$ cat src/rtl/cpu_inst_encoder_if.sv
// Bundles the program-load handshake, instruction-memory write port and status
// of cpu_inst_encoder. The encoder takes the slave side.
interface cpu_inst_encoder_if;
   logic        start;
   logic        in_valid;
   logic [3:0]  opcode;
   logic [3:0]  input_A;
   logic [3:0]  input_B;
   logic        last;
   logic        in_ready;
   logic        mem_we;
   logic [3:0]  mem_addr;
   logic [15:0] mem_wdata;
   logic        busy;
   logic        done;
   logic        full;
   logic [4:0]  count;

   modport master (
      output start, in_valid, opcode, input_A, input_B, last,
      input  in_ready, mem_we, mem_addr, mem_wdata, busy, done, full, count
   );

   modport slave (
      input  start, in_valid, opcode, input_A, input_B, last,
      output in_ready, mem_we, mem_addr, mem_wdata, busy, done, full, count
   );
endinterface

$ cat src/rtl/cpu_inst_encoder.sv
// Packs {opcode, A, B, PAD} triples into 16-bit words and writes them to
// consecutive instruction-memory addresses, one program load at a time.
module cpu_inst_encoder #(
   parameter int unsigned DEPTH = 16,
   parameter logic [3:0]  PAD   = 4'b0000
) (
   input  logic               clk,
   input  logic               rst,
   cpu_inst_encoder_if.slave  bus
);

   typedef enum logic [1:0] {
      IDLE = 2'd0,
      LOAD = 2'd1,
      DONE = 2'd2
   } state_t;

   localparam logic [3:0] LAST_PTR = 4'(DEPTH - 1);

   state_t      state_q, state_d;
   logic [3:0]  ptr_q, ptr_d;
   logic [4:0]  count_q, count_d;
   logic        full_q, full_d;
   logic        we_q, we_d;
   logic [3:0]  addr_q, addr_d;
   logic [15:0] wdata_q, wdata_d;

   function automatic logic [15:0] pack_word(input logic [3:0] op,
                                             input logic [3:0] a,
                                             input logic [3:0] b);
      return {op, a, b, PAD};
   endfunction

   always_comb begin
      state_d = state_q;
      ptr_d   = ptr_q;
      count_d = count_q;
      full_d  = full_q;
      we_d    = 1'b0;
      addr_d  = addr_q;
      wdata_d = wdata_q;
      unique case (state_q)
         IDLE, DONE: begin
            if (bus.start) begin
               state_d = LOAD;
               ptr_d   = 4'd0;
               count_d = 5'd0;
               full_d  = 1'b0;
            end
         end
         LOAD: begin
            if (bus.in_valid) begin
               we_d    = 1'b1;
               addr_d  = ptr_q;
               wdata_d = pack_word(bus.opcode, bus.input_A, bus.input_B);
               ptr_d   = ptr_q + 4'd1;
               count_d = count_q + 5'd1;
               // Filling the last slot ends the load even without 'last'.
               if (ptr_q == LAST_PTR) begin
                  state_d = DONE;
                  full_d  = 1'b1;
               end else if (bus.last) begin
                  state_d = DONE;
               end
            end
         end
         default: state_d = IDLE;
      endcase
   end

   always_ff @(posedge clk) begin
      if (rst) begin
         state_q <= IDLE;
         ptr_q   <= 4'd0;
         count_q <= 5'd0;
         full_q  <= 1'b0;
         we_q    <= 1'b0;
         addr_q  <= 4'd0;
         wdata_q <= 16'd0;
      end else begin
         state_q <= state_d;
         ptr_q   <= ptr_d;
         count_q <= count_d;
         full_q  <= full_d;
         we_q    <= we_d;
         addr_q  <= addr_d;
         wdata_q <= wdata_d;
      end
   end

   assign bus.in_ready  = (state_q == LOAD);
   assign bus.busy      = (state_q == LOAD);
   assign bus.done      = (state_q == DONE);
   assign bus.full      = full_q;
   assign bus.count     = count_q;
   assign bus.mem_we    = we_q;
   assign bus.mem_addr  = addr_q;
   assign bus.mem_wdata = wdata_q;

endmodule

$ cat src/flat_wrapper.sv
// flat-port wrapper written by rule: the top's interface ports become plain ports
module cpu_inst_encoder_flat 
#(
   parameter int unsigned DEPTH = 16,
   parameter logic [3:0]  PAD   = 4'b0000
)
  (clk, rst, bus_start, bus_in_valid, bus_opcode, bus_input_A, bus_input_B, bus_last, bus_in_ready, bus_mem_we, bus_mem_addr, bus_mem_wdata, bus_busy, bus_done, bus_full, bus_count);
  cpu_inst_encoder_if bus_i ();
  input  logic clk;
  input  logic rst;
  input wire logic [$bits(bus_i.start)-1:0] bus_start;
  input wire logic [$bits(bus_i.in_valid)-1:0] bus_in_valid;
  input wire logic [$bits(bus_i.opcode)-1:0] bus_opcode;
  input wire logic [$bits(bus_i.input_A)-1:0] bus_input_A;
  input wire logic [$bits(bus_i.input_B)-1:0] bus_input_B;
  input wire logic [$bits(bus_i.last)-1:0] bus_last;
  output wire logic [$bits(bus_i.in_ready)-1:0] bus_in_ready;
  output wire logic [$bits(bus_i.mem_we)-1:0] bus_mem_we;
  output wire logic [$bits(bus_i.mem_addr)-1:0] bus_mem_addr;
  output wire logic [$bits(bus_i.mem_wdata)-1:0] bus_mem_wdata;
  output wire logic [$bits(bus_i.busy)-1:0] bus_busy;
  output wire logic [$bits(bus_i.done)-1:0] bus_done;
  output wire logic [$bits(bus_i.full)-1:0] bus_full;
  output wire logic [$bits(bus_i.count)-1:0] bus_count;
  assign bus_i.start = bus_start;
  assign bus_i.in_valid = bus_in_valid;
  assign bus_i.opcode = bus_opcode;
  assign bus_i.input_A = bus_input_A;
  assign bus_i.input_B = bus_input_B;
  assign bus_i.last = bus_last;
  assign bus_in_ready = bus_i.in_ready;
  assign bus_mem_we = bus_i.mem_we;
  assign bus_mem_addr = bus_i.mem_addr;
  assign bus_mem_wdata = bus_i.mem_wdata;
  assign bus_busy = bus_i.busy;
  assign bus_done = bus_i.done;
  assign bus_full = bus_i.full;
  assign bus_count = bus_i.count;
  cpu_inst_encoder #(.DEPTH(DEPTH), .PAD(PAD)) u_core (.clk(clk), .rst(rst), .bus(bus_i));
endmodule
$ cat config.mk
export PLATFORM = sky130hd
export DESIGN_NAME = cpu_inst_encoder_flat
export DESIGN_NICKNAME = d
export VERILOG_FILES = /design/src/rtl/cpu_inst_encoder_if.sv /design/src/rtl/cpu_inst_encoder.sv /design/src/flat_wrapper.sv
export SDC_FILE = /design/constraint.sdc
export NUM_CORES = 1
export LEC_CHECK = 0
export CAP_MARGIN = 20
export CORE_MARGIN = 1
export CORE_UTILIZATION = 40
export DETAILED_ROUTE_END_ITERATION = 8
export HOLD_SLACK_MARGIN = 0.03
export PLACE_DENSITY = 0.74
export SLEW_MARGIN = 10
export SYNTH_ARGS = -nofsm -noshare
export SYNTH_HDL_FRONTEND = slang
export SYNTH_SLANG_ARGS = --single-unit
$ cat constraint.sdc
create_clock -name clk -period 1.5 [get_ports clk]
set_input_delay 0.3 -clock clk [delete_from_list [all_inputs] [get_ports clk]]
set_output_delay 0.3 -clock clk [all_outputs]
set_load 0.01 [all_outputs]
==> results_dict.tcl, run 1 <==
set metrics [dict create \
    grt_max_degree 19 \
    path_cells "nor2b_2, dlygate4sd2_1" \
    clkTransAtPathRegs_ns 0.09 \
    num_rows 19 \
    hp-start "u_core.bus.mem_addr[3]" \
    coreArea_mm2 0.002829 \
    ir_worst_vdd_mv 0.6724 \
    final_nets 217 \
    drv_cap 0 \
    swShare 0.2611 \
    timing.final.crit_share 0.9388 \
    final.min_clock_period_ns 1.408 \
    drtPass1Iterations 6 \
    multiInputGateArea_um2 579.3 \
    post-cts-setup-buffers 0 \
    ys_seq_elements 29 \
    synthTopCellsByArea "dfxtp_1 47%, nand2_1 10%, a21oi_1 9.7%, buf_4 4.3%, mux2i_1 4.1%" \
    die_h_um 57.57 \
    power_density_mw_per_mm2 847.2 \
    port_buffers 42 \
    clk_latency_ns 0.32 \
    reg2regPathDepth 5 \
    drtAntennaViolNets 0 \
    finalHoldViolations 0 \
    vias 1173 \
    worstHoldEndpoint "u_core.bus.mem_addr[3]" \
    clkPwrFrac 0.298 \
    synth_cell_types 24 \
    critPathKind "reg -> out" \
    drt_iter0_drc 34 \
    ctsHoldBuffers 0 \
    crit_family "flip-flops" \
    fillCellCount 257 \
    insertedDiodeCount 0 \
    ctsResizeCount 30 \
    ios 47 \
    critPathArrivalTime_ns 1.11 \
    antenna_found_initial 0 \
    cts_root_buf "clkbuf_4" \
    cp_slowest_cell "dfxtp_1" \
    finalSetupViolCount 0 \
    cts_tree "yes" \
    max_freq_ghz 0.7101 \
    synth_top_area_frac 0.4701 \
    die_width_um 57.57 \
    ys_seq_area_frac 0.4701 \
    violations "DRC" \
    cp_max_fo 5 \
    die_area_mm2 0.003314 \
    holdWs_ns 0.4554 \
    fin_setup_tns_ns 0 \
    netlist_area_mm2 0.001235 \
    cts_sinks 29 \
    slowest_delay_ns 0.35 \
    critPathRequiredTime_ns 1.20 \
    startpoint "u_core.state_q[1]" \
    grt-ovfl-total 0 \
    grt_first_pass_wirelength_mm 4.629 \
    cp-start-kind "flip-flop" \
    viasPerCell 5.100 \
    finalMaxSlewViolations 0 \
    regArea_um2 583.1 \
    grt.total_usage 0.1848 \
    hp-class "reg -> reg" \
    rsz0062_at_grt "false" \
    reg2reg_slack_ns 0.19 \
    routedWlPerCell_um 12.03 \
    switchingPower_mw 0.3880 \
    place_hpwl_mm 2.044 \
    synth_top_cell_by_area "dfxtp_1" \
    wl_mm 2.768 \
    grt_pass1_vias 1074 \
    sequentialPowerShare 0.543 \
    intPower_mw 1.098 \
    drive_gt1_frac 0.1256 \
    avgSynthCellArea_um2 8.401 \
    worstReg2RegStart "u_core.state_q[0]" \
    syn_inst 147 \
    routabilityCongestion 0.7163 \
    reg2reg_to "u_core.bus.count[2]" \
    drc 3 \
    cts_buffers 5 \
    clockBufferDepth 2 \
    cp-end-kind "output pin" \
    status "complete, but fails checks" \
    htreeDepth 2 \
    initial_core_util 0.4365 \
    syn_to_final_growth_pct 42.05 \
    comb_power_share 0.158 \
    leakage_nw 0.7746 \
    fin_worst_skew_ns 0.002382 \
    synth_warnings 0 \
    hold_depth 2 \
    cp_num_buf_inv 1 \
]
==> layout by cell type (no fill, tap or decap) <==
cell / count
nand3_1: 7
dfxtp_2: 2
nand2b_1: 4
clkbuf_2: 1
a31oi_1: 1
or3b_1: 5
dlygate4sd2_1: 25
clkinv_2: 2
mux2i_1: 5
nor2_1: 3
ha_1: 2
buf_4: 12
and3b_1: 1
conb_1: 4
nor2b_1: 1
clkbuf_4: 5
clkdlybuf4s50_1: 16
o21ai_0: 1
a22o_1: 1
buf_12: 1
dfxtp_1: 27
nand2_1: 34
nand3b_1: 6
inv_1: 2
a31o_2: 1
nor2b_2: 1
a21boi_0: 2
xnor2_1: 1
a21oi_1: 24
clkbuf_1: 1
nor3_1: 1
==> metal layers <==
| metal | GRT usage | share of wire |
|---|---|---|
| met5 | 0 | 0 |
| met4 | 0.07317 | 0.016 |
| met3 | 0.07483 | 0.055 |
| met2 | 0.2973 | 0.49 |
| met1 | 0.2195 | 0.44 |
==> power groups by stage <==
| stage | clock, mW | sequential [mW] | combinational (mW) |
|---|---|---|---|
| after global routing | 0.495 | 0.811 | 0.257 |
| after global placement | 0 | 0.824 | 0.245 |
| after detailed placement | 0 | 0.826 | 0.251 |
| final | 0.443 | 0.807 | 0.235 |
| after floorplan | 0 | 0.834 | 0.112 |
| after CTS | 0.459 | 0.808 | 0.237 |
==> cell usage after synthesis <==
library cell,n
nand2_1,34
dfxtp_1,29
a21oi_1,24
buf_4,7
nand3_1,7
nand3b_1,6
clkbuf_1,5
mux2i_1,5
or3b_1,5
nand2b_1,4
nor2_1,3
a21boi_0,2
buf_2,2
ha_1,2
inv_1,2
nor2b_1,2
a22o_1,1
a31o_2,1
a31oi_1,1
and3b_1,1
conb_1,1
nor3_1,1
o21ai_0,1
xnor2_1,1
==> worst max-delay path by stage <==
stage                                endpoint  slack [ns]  cells past startpoint
after floorplan                  bus_in_ready        0.28                      2
after global placement        u_core.ptr_q[2]       -0.04                      5
after detailed placement  u_core.bus.count[4]       -0.08                      5
after CTS                            bus_done      0.0003                      3
after global routing             bus_in_ready        0.01                      2
final                                bus_busy        0.09                      2
==> stage by stage <==
step	power, mW	util	instances	cell area (um2)	setup WS (ns)
after floorplan	0.9460	-	150	1246	0.2830
after global placement	1.070	0.6130	222	1734	-0.03740
after detailed placement	1.077	0.6130	222	1734	-0.07741
after CTS	1.503	0.6218	230	1759	0.0003474
after global routing	1.563	0.6201	230	1754	0.01123
final	1.486	0.6201	230	1754	0.09173
==> worst reg2reg max path: cells and delay by family, from the launching register on <==
kind | cells | cell delay (ns)
buffers and inverters | 2 | 0.30
DFF | 1 | 0.31
and+or+nand+nor | 1 | 0.17
AOI/OAI and AO/OA | 1 | 0.25
muxes | 1 | 0.20
==> final cells by class <==
type                       count  share of cell area
timing repair buffer          55              0.2817
clock inverter                 2            0.005706
tap                           31             0.02211
clock buffer                   6             0.02354
sequential                    29              0.3324
multi-input combinational    105              0.3302
inverter                       2            0.004280
==> kinds of logic (layout without fill, tap and decap cells) <==
group	count (synthesis)	count (layout)	synth area share
compound gates	30	30	0.1327
mux	5	5	0.04053
other cells	1	4	0.003037
fa+ha+maj	2	2	0.02026
xor+xnor	1	1	0.007093
buf+inv	16	65	0.07194
flops	29	29	0.4701
simple gates	63	63	0.2543
==> flip-flops by register name, summed over array words and instances (netlist names) <==
| register | cells |
|---|---|
| u_core.bus.mem_wdata | 12 |
| u_core.state_q | 2 |
| u_core.bus.mem_we | 1 |
| u_core.bus.full | 1 |
| u_core.ptr_q | 4 |
| u_core.bus.count | 5 |
| u_core.bus.mem_addr | 4 |
Power figures use the tool's default switching activity.
==> inputs of run 2 (changes only) <==
- ABC_CLOCK_PERIOD_IN_PS: unset -> 1500
- PLACE_DENSITY: 0.74 -> 0.77
==> run 2 against run 1 <==
The flow still finishes with violations (DRC). Die area is the same. Critical path depth is the same. Sequential power is essentially flat. Sequential share of layout area shrank 0.96 points. Routed wire length grew 4.2%. Final cell count shrank 0.43%. Critical endpoint is now bus_in_ready. Largest power group unchanged.
==> results_dict.tcl, run 2 (synthesized netlist as in run 1, its figures left out) <==
set metrics [dict create \
    status "complete, but fails checks" \
    violations "DRC" \
    drtPass1Iterations 6 \
    switchingPower_mw 0.3830 \
    swShare 0.2245 \
    cts_buffers 5 \
    worstReg2RegStart "u_core.state_q[0]" \
    hp-start "u_core.bus.full" \
    cts_root_buf "clkbuf_4" \
    place_hpwl_mm 2.126 \
    final_nets 216 \
    viasPerCell 5.114 \
    grt.total_usage 0.1842 \
    syn_to_final_growth_pct 46.91 \
    reg2regPathDepth 4 \
    clk_latency_ns 0.32 \
    die_area_mm2 0.003314 \
    ios 47 \
    drv_cap 0 \
    largest_reg_flops 12 \
    die_h_um 57.57 \
    worstHoldEndpoint "u_core.bus.full" \
    drtAntennaViolNets 0 \
    drive_gt1_frac 0.1313 \
    intPower_mw 1.323 \
    finalHoldViolations 0 \
    place_area_mm2 0.001739 \
    final.min_clock_period_ns 1.436 \
    leakage_nw 0.8266 \
    hold_depth 2 \
    critPathKind "reg -> out" \
    wl_mm 2.884 \
    cp_num_buf_inv 1 \
    critPathRequiredTime_ns 1.20 \
    final_common_cell "nand2_1" \
    routabilityCongestion 0.7435 \
    cp-start-kind "flip-flop" \
    critPathArrivalTime_ns 1.14 \
    finalSetupViolCount 0 \
    clkTransAtPathRegs_ns 0.09 \
    reg2reg_slack_ns 0.14 \
    cts_sinks 29 \
    initial_core_util 0.4365 \
    port_buffers 42 \
    htreeDepth 2 \
    cp_max_fo 4 \
    ir_worst_vdd_mv 0.7225 \
    antenna_found_initial 0 \
    crit_family "flip-flops" \
    die_width_um 57.57 \
    drt_iter0_drc 35 \
    comb_power_share 0.141 \
    drc 2 \
    max_freq_ghz 0.6962 \
    fin_total_pwr_mw 1.706 \
    grt-ovfl-total 0 \
    power_density_mw_per_mm2 940.5 \
    grt_max_degree 21 \
    path_cells "nor2b_2, dlygate4sd2_1" \
    sequentialPowerShare 0.475 \
    num_rows 19 \
    hp-class "reg -> reg" \
    clkPwrFrac 0.384 \
    timing.final.crit_share 0.9575 \
    routedWlPerCell_um 12.59 \
    grt_first_pass_wirelength_mm 4.588 \
    cp-end-kind "output pin" \
    cp_slowest_cell "dfxtp_2" \
    fin_area_mm2 0.001814 \
    fin_worst_skew_ns 0.006072 \
    coreArea_mm2 0.002829 \
    vias 1171 \
    rsz0062_at_grt "true" \
    reg2reg_to "u_core.bus.count[2]" \
    finalMaxSlewViolations 0 \
    grt_pass1_vias 1084 \
    clockBufferDepth 2 \
    cts_tree "yes" \
    post-cts-setup-buffers 0 \
    insertedDiodeCount 0 \
    layout_common_cells "34 x nand2_1, 25 x dfxtp_1, 24 x a21oi_1" \
    slowest_delay_ns 0.36 \
]
-- run 2: cell count changes in the layout (fill, tap and decap cells not counted), moves of 2 or more --
cell,change
buf_4,-2
clkinv_2,-2
dfxtp_1,-2
dfxtp_2,+2
dlygate4sd2_1,-3
dlymetal6s2s_1,+3
-- run 2: power by group through the flow --
stage | Combinational [mW] | Clock [mW] | Sequential (mW)
finish | 0.241 | 0.656 | 0.810
detailed placement | 0.254 | 0 | 0.827
floorplan | 0.112 | 0 | 0.834
global placement | 0.248 | 0 | 0.825
CTS | 0.243 | 0.675 | 0.810
global route | 0.260 | 0.711 | 0.813
-- run 2: timing repair --
| item | 4_1_cts | 5_1_grt |
|---|---|---|
| setup endpoints to repair | 23 | 6 |
| gates cloned | 0 | 0 |
| pin swaps | 0 | 0 |
| hold buffers | 0 | 0 |
| resized for setup | 29 | 4 |
-- run 2: per-stage QoR --
step / TNS [ns] / std cells / util / hold WS [ns] / setup slack [ns]
2_1_floorplan: 0 / 150 / - / 0.4360 / 0.2830
3_3_place_gp: -1.431 / 221 / 0.6148 / 0.4300 / -0.1012
3_5_place_dp: -2.394 / 221 / 0.6148 / 0.4357 / -0.1957
4_1_cts: 0 / 229 / 0.6382 / 0.4496 / 0.003114
5_1_grt: -0.02042 / 229 / 0.6413 / 0.4820 / -0.01053
6_report: 0 / 229 / 0.6413 / 0.4452 / 0.06371
-- run 2: metal layers --
metal  track usage  vias up  part of all wire
met1        0.1977      542              0.41
li1              -      588                 -
met2        0.3289       35              0.53
met5             0        -                 0
met3       0.05442        6             0.046
met4       0.08711        0             0.020
-- run 2: worst max-delay path by stage --
stage / from / to / slack [ns] / depth (start not counted)
final: u_core.state_q[0] / bus_in_ready / 0.06 / 2
after global routing: u_core.state_q[0] / bus_busy / -0.01 / 2
after CTS: u_core.bus.mem_addr[0] / bus_mem_addr[0] / 0.003 / 1
after detailed placement: bus_in_valid / u_core.bus.count[2] / -0.20 / 4
after global placement: bus_in_valid / u_core.ptr_q[2] / -0.10 / 4
after floorplan: u_core.state_q[0] / bus_in_ready / 0.28 / 2
-- run 2: area by class of cell --
class	instances	area (um2)
fill	225	1015
sequential	29	585.6
multi-input combinational	105	581.8
timing repair buffer	54	515.5
clock buffer	7	55.05
tap	31	38.79
clock inverter	1	30.03
inverter	2	7.507
-- run 2: worst reg2reg max path, cell delays in order (launching register included) --
cell and delay, ns:
dfxtp_2 0.36, buf_4 0.12, nand3b_1 0.26, a21boi_0 0.33
mux2i_1 0.22
==> inputs of run 3 (changes only) <==
==> constraint.sdc (replaced) <==
create_clock -name clk -period 1.5 [get_ports clk]
set_input_delay 0.3 -clock clk [delete_from_list [all_inputs] [get_ports clk]]
set_output_delay 0.3 -clock clk [all_outputs]
set_load 0.005 [all_outputs]
==> run 3 against run 2 <==
Setup slack got worse by 0.023 ns. Sequential share of layout area down 0.64 points. The run still ends with DRC left. Count of clock-buffer cells in the layout did not move. Clock power rose by 2%. Sequential power is essentially flat. Die area unchanged.
==> results_dict.tcl, run 3 (synthesized netlist as in run 1, its figures left out) <==
set metrics [dict create \
    grt.total_usage 0.1852 \
    swShare 0.2264 \
    die_width_um 57.57 \
    ios 47 \
    intPower_mw 1.334 \
    fin_total_pwr_mw 1.724 \
    cts_sinks 29 \
    antenna_found_initial 0 \
    status "complete, but fails checks" \
    drtPass1Iterations 6 \
    routabilityCongestion 0.7304 \
    grt_first_pass_wirelength_mm 4.636 \
    leakage_nw 0.9053 \
    cp_slowest_cell "clkdlybuf4s50_1" \
    final_nets 221 \
    port_buffers 42 \
    routedWlPerCell_um 13.09 \
    crit_family "buffers and inverters" \
    timing.final.crit_share 0.9728 \
    holdWs_ns 0.4567 \
    sequentialPowerShare 0.469 \
    cp_max_fo 2 \
    clk_latency_ns 0.33 \
    layout_common_cells "34 x nand2_1, 28 x clkdlybuf4s50_1, 24 x a21oi_1" \
    critPathRequiredTime_ns 1.20 \
    cts_buffers 5 \
    final_common_cell "nand2_1" \
    viasPerCell 5.120 \
    comb_power_share 0.142 \
    slowest_delay_ns 0.49 \
    vias 1198 \
    drc 2 \
    ctsHoldBuffers 0 \
    clockBufferDepth 2 \
    syn_to_final_growth_pct 55.32 \
    drive_gt1_frac 0.2167 \
    cts_root_buf "clkbuf_4" \
    grt_max_degree 21 \
    ir_worst_vdd_mv 0.5447 \
    critPathKind "reg -> out" \
    finalSetupViolCount 0 \
    final_cells 234 \
    switchingPower_mw 0.3904 \
    initial_core_util 0.4365 \
    fin_worst_skew_ns 0.01015 \
    htreeDepth 2 \
    dp.cells 220 \
    violations "DRC" \
    finalMaxSlewViolations 0 \
    regArea_um2 606.8 \
    drt_iter0_drc 35 \
    coreArea_mm2 0.002829 \
    final.min_clock_period_ns 1.459 \
    fillCellCount 231 \
    insertedDiodeCount 0 \
    hp-class "reg -> reg" \
    power_density_mw_per_mm2 899.0 \
    multiInputGateArea_um2 586.8 \
    cp-start-kind "flip-flop" \
    finalHoldViolations 0 \
    cts_tree "yes" \
    cp-end-kind "output pin" \
    clkTransAtPathRegs_ns 0.10 \
    wl_mm 3.063 \
    largest_reg_flops 12 \
    rsz0062_at_grt "false" \
    num_rows 19 \
    max_freq_ghz 0.6853 \
    grt_pass1_vias 1087 \
    critPathArrivalTime_ns 1.16 \
    die_area_mm2 0.003314 \
    grt-ovfl-total 0 \
    clkPwrFrac 0.389 \
    drv_cap 0 \
    die_h_um 57.57 \
    place_hpwl_mm 2.025 \
    cp_num_buf_inv 1 \
    drtAntennaViolNets 0 \
    path_cells "clkdlybuf4s50_1" \
]
run 3: cell type report:
| cell class | instances | area share |
|---|---|---|
| Multi-Input combinational cell | 105 | 0.3059 |
| Sequential cell | 29 | 0.3164 |
| Timing Repair Buffer | 59 | 0.3092 |
| Tap cell | 31 | 0.02022 |
| Clock inverter | 1 | 0.01566 |
| Inverter | 2 | 0.003914 |
| Clock buffer | 7 | 0.02870 |
run 3: layer usage:
layer / GRT usage / up-vias / wire [um]
met5: 0 / - / 0
met4: 0.1045 / 0 / 42
met3: 0.04082 / 6 / 139
met2: 0.3140 / 37 / 1529
met1: 0.2150 / 564 / 1352
li1: - / 591 / -
run 3: through the flow:
step / utilization / instance area, um2 / setup WS [ns] / setup TNS (ns)
finish: 0.6780 / 1918 / 0.04076 / 0
global route: 0.6780 / 1918 / 0.001790 / 0
CTS: 0.6594 / 1866 / 0.003181 / 0
detailed placement: 0.6121 / 1732 / -0.1754 / -2.096
global placement: 0.6121 / 1732 / -0.1049 / -1.447
floorplan: - / 1246 / 0.3608 / 0
run 3: path summary, 6_finish.rpt:
kind,from,endpoint,slack [ns],cells past startpoint
worst max-delay path,u_core.bus.count[4],bus_count[4],0.04,1
worst min-delay path,u_core.bus.mem_wdata[12],u_core.bus.mem_wdata[12],0.46,2
worst max register to register,u_core.state_q[0],u_core.ptr_q[2],0.16,4
worst min register to register,u_core.bus.mem_wdata[12],u_core.bus.mem_wdata[12],0.46,2
run 3: repair_timing:
item                                    in CTS  in global routing
gates resized for setup                     16                 20
setup buffers                                4                  2
endpoints found under the setup margin       9                 18
run 3: power groups by stage:
stage	Combinational [mW]	Sequential [mW]	Clock [mW]
2_1_floorplan	0.107	0.827	0
3_3_place_gp	0.232	0.826	0
3_5_place_dp	0.239	0.827	0
4_1_cts	0.245	0.808	0.685
5_1_grt	0.263	0.813	0.723
6_report	0.244	0.809	0.671
